### src/rtl/panel_sequencer.sv
// Front-panel sequencer: deposits switch data into memory (IN), examines memory (CHECK),
// or hands the shared memory bus to the CPU (RUN). The bus is steered combinationally from the FSM state.
module panel_sequencer (
    input  logic        clk,
    input  logic        rst,
    input  logic [1:0]  mode_sel,
    input  logic        go,
    input  logic [7:0]  sw_data,
    input  logic [15:0] cpu_addr,
    input  logic [7:0]  cpu_dout,
    input  logic        cpu_read,
    input  logic        cpu_write,
    input  logic [7:0]  mem_din,
    output logic [1:0]  cpustate,
    output logic [15:0] mem_addr,
    output logic [7:0]  mem_dout,
    output logic        mem_read,
    output logic        mem_write,
    output logic [15:0] ptr,
    output logic [7:0]  disp_data,
    output logic        busy,
    output logic        done,
    output logic [2:0]  dbg_state
);

    typedef enum logic [2:0] {
        S_IDLE     = 3'd0,
        S_IN_WAIT  = 3'd1,
        S_IN_WR    = 3'd2,
        S_IN_INC   = 3'd3,
        S_CHK_WAIT = 3'd4,
        S_CHK_RD   = 3'd5,
        S_CHK_CAP  = 3'd6,
        S_RUN      = 3'd7
    } state_e;

    state_e      state_q, state_d;
    state_e      target_state;
    logic        go_q;
    logic        go_rise;
    logic        mode_change;
    logic [15:0] ptr_q, ptr_d;
    logic [7:0]  disp_q, disp_d;

    always_ff @(posedge clk or negedge rst) begin
        if (!rst) begin
            state_q <= S_IDLE;
            go_q    <= 1'b0;
            ptr_q   <= 16'h0000;
            disp_q  <= 8'h00;
        end else begin
            state_q <= state_d;
            go_q    <= go;
            ptr_q   <= ptr_d;
            disp_q  <= disp_d;
        end
    end

    assign go_rise   = go & ~go_q;
    assign ptr       = ptr_q;
    assign disp_data = disp_q;
    assign dbg_state = state_q;

    always_comb begin
        cpustate     = 2'b00;
        target_state = S_IDLE;
        case (state_q)
            S_IN_WAIT, S_IN_WR, S_IN_INC:    cpustate = 2'b01;
            S_CHK_WAIT, S_CHK_RD, S_CHK_CAP: cpustate = 2'b10;
            S_RUN:                           cpustate = 2'b11;
            default:                         cpustate = 2'b00;
        endcase
        case (mode_sel)
            2'b01:   target_state = S_IN_WAIT;
            2'b10:   target_state = S_CHK_WAIT;
            2'b11:   target_state = S_RUN;
            default: target_state = S_IDLE;
        endcase
    end

    // Mode switches are only honoured in the resting states, so a panel access always completes.
    assign mode_change = ((state_q == S_IDLE) || (state_q == S_IN_WAIT) ||
                          (state_q == S_CHK_WAIT) || (state_q == S_RUN)) &&
                         (mode_sel != cpustate);

    always_comb begin
        state_d   = state_q;
        ptr_d     = ptr_q;
        disp_d    = disp_q;
        mem_addr  = ptr_q;
        mem_dout  = sw_data;
        mem_read  = 1'b0;
        mem_write = 1'b0;
        busy      = 1'b0;
        done      = 1'b0;
        case (state_q)
            S_IN_WAIT:  if (go_rise) state_d = S_IN_WR;
            S_IN_WR: begin
                mem_write = 1'b1;
                busy      = 1'b1;
                state_d   = S_IN_INC;
            end
            S_IN_INC: begin
                busy    = 1'b1;
                done    = 1'b1;
                ptr_d   = ptr_q + 16'h0001;
                state_d = S_IN_WAIT;
            end
            S_CHK_WAIT: if (go_rise) state_d = S_CHK_RD;
            S_CHK_RD: begin
                mem_read = 1'b1;
                busy     = 1'b1;
                state_d  = S_CHK_CAP;
            end
            S_CHK_CAP: begin
                busy    = 1'b1;
                done    = 1'b1;
                disp_d  = mem_din;
                ptr_d   = ptr_q + 16'h0001;
                state_d = S_CHK_WAIT;
            end
            S_RUN: begin
                // CPU owns the bus; a simultaneous read+write request resolves to the write.
                mem_addr  = cpu_addr;
                mem_dout  = cpu_dout;
                mem_write = cpu_write;
                mem_read  = cpu_read & ~cpu_write;
            end
            default: state_d = state_q;
        endcase
        if (mode_change) begin
            state_d = target_state;
            if ((target_state == S_IN_WAIT) || (target_state == S_CHK_WAIT))
                ptr_d = 16'h0000;
        end
    end

endmodule

### config.mk
export PLATFORM = sky130hd
export DESIGN_NAME = panel_sequencer
export DESIGN_NICKNAME = d
export VERILOG_FILES = /design/src/rtl/panel_sequencer.sv
export SDC_FILE = /design/constraint.sdc
export NUM_CORES = 1
export LEC_CHECK = 0
export CAP_MARGIN = 25
export CORE_UTILIZATION = 30
export DETAILED_ROUTE_END_ITERATION = 12
export MAX_ROUTING_LAYER = met4
export SLEW_MARGIN = 15
export SYNTH_ARGS = -nofsm -noshare
export SYNTH_HDL_FRONTEND = slang
export SYNTH_SLANG_ARGS = --single-unit
### constraint.sdc
create_clock -name clk -period 2 [get_ports clk]
set_clock_uncertainty 0.2 [all_clocks]
set_input_delay 0.2 -clock clk [delete_from_list [all_inputs] [get_ports clk]]
set_output_delay 0.2 -clock clk [all_outputs]
set_load 0.02 [all_outputs]
==> impl_metrics.toml <==
[routing]
ant_nets = 0
drc_errors = 0
drt_iter0_markers = 46
vias = 1833
wl_mm = 5.09
avgViaCountPerCell = 4.77
avgRoutedWirePerCell_um = 13.3
firstDrtPassIters = 4

[finish]
final_cell_area_um2 = 3160
antennaDiodeCount = 0
mostFrequentLayoutCells = "clkdlybuf4s50_1, dfrtp_1, mux2_2, buf_2, buf_4"
final_common_cell = "clkdlybuf4s50_1"
layout-drive-gt1-share_pct = 33.2
syn_to_final_growth_pct = 61.6
layout.nets = 360

[synth]
ys_seq_area_share_pct = 35.8
yosysTopAreaCellShare_pct = 35.8
syn-mean-instance-area_um2 = 10.5
syn_nets = 238
synthArstFlopShare_pct = 100
yosysTopAreaCell = "dfrtp_1"
synth_area_leaders = "dfrtp_1, mux2_2, mux2_4"
synth_cell_types = 40
ys_ff_latch = 28
synth_edf_count = 0
ys_warn_count = 0
synth.cell_area_um2 = 1960
synthFlopType = "dfrtp_1"
synthCells = 186

[worst_setup_path]
start_kind = "input pin"
worst_r2r_path_depth = 6
worstPathMaxFanout = 7
critPathCaptureType = "register"
crit_required_ns = 1.96
r2r_slack_ns = 0.09
r2r-start = "dbg_state[0]"
critPathKind = "input pin to register"
critPathArrivalTime_ns = 1.89
worstReg2RegEnd = "dbg_state[0]"

[floorplanning]
core-area_um2 = 6310
die_y_um = 82.8
fp.dieW_um = 82.8
row_count = 29
start_util_pct = 31.0
die_area_um2 = 6850
ios = 104

[grt]
grt_use_total_pct = 15.4
busiest_layer = "met2"
grt.overflow.total = 0
grt_pass1_wl_mm = 8.00
grt_use_met1_pct = 19.0
gr-usage-met3_pct = 3.85
grt_pass1_vias = 1779
grt_max_degree = 29
antenna_found_initial = 0
grtUsageMet2_pct = 26.0

[clocking]
clkSinkCount = 28
cts_max_path_buffers = 2
clkTransAtPathRegs_ns = 0.09
cts-buffers-inserted = 3
cts_root_buf = "clkbuf_8"
cts_tree = "built"
clk_latency_ns = 0.27
postCtsSetupRepairBufs = 0
htree_levels = 1

[placed_design]
routabilityCongestion = 0.873
port_buffers = 103
placed_area_um2 = 3220
dpl.hpwl_mm = 3.87

[timing]
drv_slew = 0
timing.hold.ws_ns = 0.0991
rsz0062_at_grt = "yes"
period_needed_ns = 1.92
hold_viol = 0
period_share_pct = 96.1
fmax_ghz = 0.520
slew_headroom_pct = 74.8
tightest_slew_ns = 0.374
setup_viol = 0

[run_status]
run_status = "complete, no violations"

[power]
p_leak_nw = 1.44
cellPowerDensity_nw_per_um2 = 1190
vdd_drop_max_uv = 837

[job]
maxCapViolations = 0

[hold_path]
hp-class = "input pin to asynchronous set/reset pin"
[per-stage QoR]
step	power (W)	util [%]	setup TNS [ns]	setup slack, ns	instances
2_1_floorplan	0.00243	-	0	0.0795	186
3_3_place_gp	0.00357	51.0	-1.44	-0.114	380
3_5_place_dp	0.00358	51.0	-1.41	-0.179	380
4_1_cts	0.00387	52.0	0	0.00228	384
5_1_grt	0.00405	50.1	-0.100	-0.0841	384
6_report	0.00378	50.1	0	0.0778	384
[sequential cells by signal (all words and copies together), names as in the netlist]
register,count
ptr,16
disp_data,8
dbg_state,3
go_q,1
[cell usage after synthesis, drive strengths merged (4+ instances only)]
| cell | number |
|---|---|
| nor2 | 20 |
| nor3 | 6 |
| nand3 | 8 |
| nand2 | 10 |
| a21oi | 6 |
| ha | 5 |
| dfrtp | 28 |
| xnor2 | 7 |
| inv | 5 |
| nand4 | 6 |
| o21ai | 4 |
| xor2 | 10 |
| mux2 | 33 |
| buf | 10 |
[report_power, final]
part	switching, W	internal (W)
clock	0.000171	0.000176
sequential	0.000124	0.000718
combinational	0.00130	0.00128
[area by class of cell]
type                       instances  area (um^2)
clock buffer                       4         55.1
fill                             643         3150
inverter                           5         18.8
multi-input combinational        142         1180
sequential                        28          702
tap                               77         96.3
timing repair buffer             128         1110
[logic make-up after synthesis]
kind of cell,after synthesis,share of synthesized area (%)
AND/OR/NAND/NOR,61,17.0
multiplexers,34,21.0
flip-flops,28,35.8
AO/OA/AOI/OAI,25,9.40
XOR/XNOR,17,8.57
buffers and inverters,16,4.99
adder cells (fa/ha/maj),5,3.20
[metal layers]
layer / wire length, um / vias up
met1: 2150 / 868
met2: 2500 / 64
li1: - / 899
met5: 0 / -
met4: 9 / 0
met3: 436 / 2
[worst max path at each step]
| stage | from | endpoint |
|---|---|---|
| floorplan | dbg_state[0] | mem_addr[10] |
| global placement | mode_sel[0] | dbg_state[0] |
| detailed placement | mode_sel[0] | dbg_state[0] |
| CTS | dbg_state[2] | mem_addr[7] |
| global route | dbg_state[0] | dbg_state[0] |
| finish | mode_sel[0] | dbg_state[0] |
[worst max-delay path, stage by stage]
cell and delay, ns:
clkdlybuf4s50_1 0.53, ha_1 0.29, o21bai_1 0.23, a21oi_1 0.10, a21oi_1 0.16, o221ai_1 0.11, mux2_2 0.27
[timing repair]
item                                    CTS  global route
hold buffers                              0             0
endpoints found under the setup margin   30            43
gates resized for setup                  81            33
pin swaps                                 0             3
(Power assumes the default switching activity.)
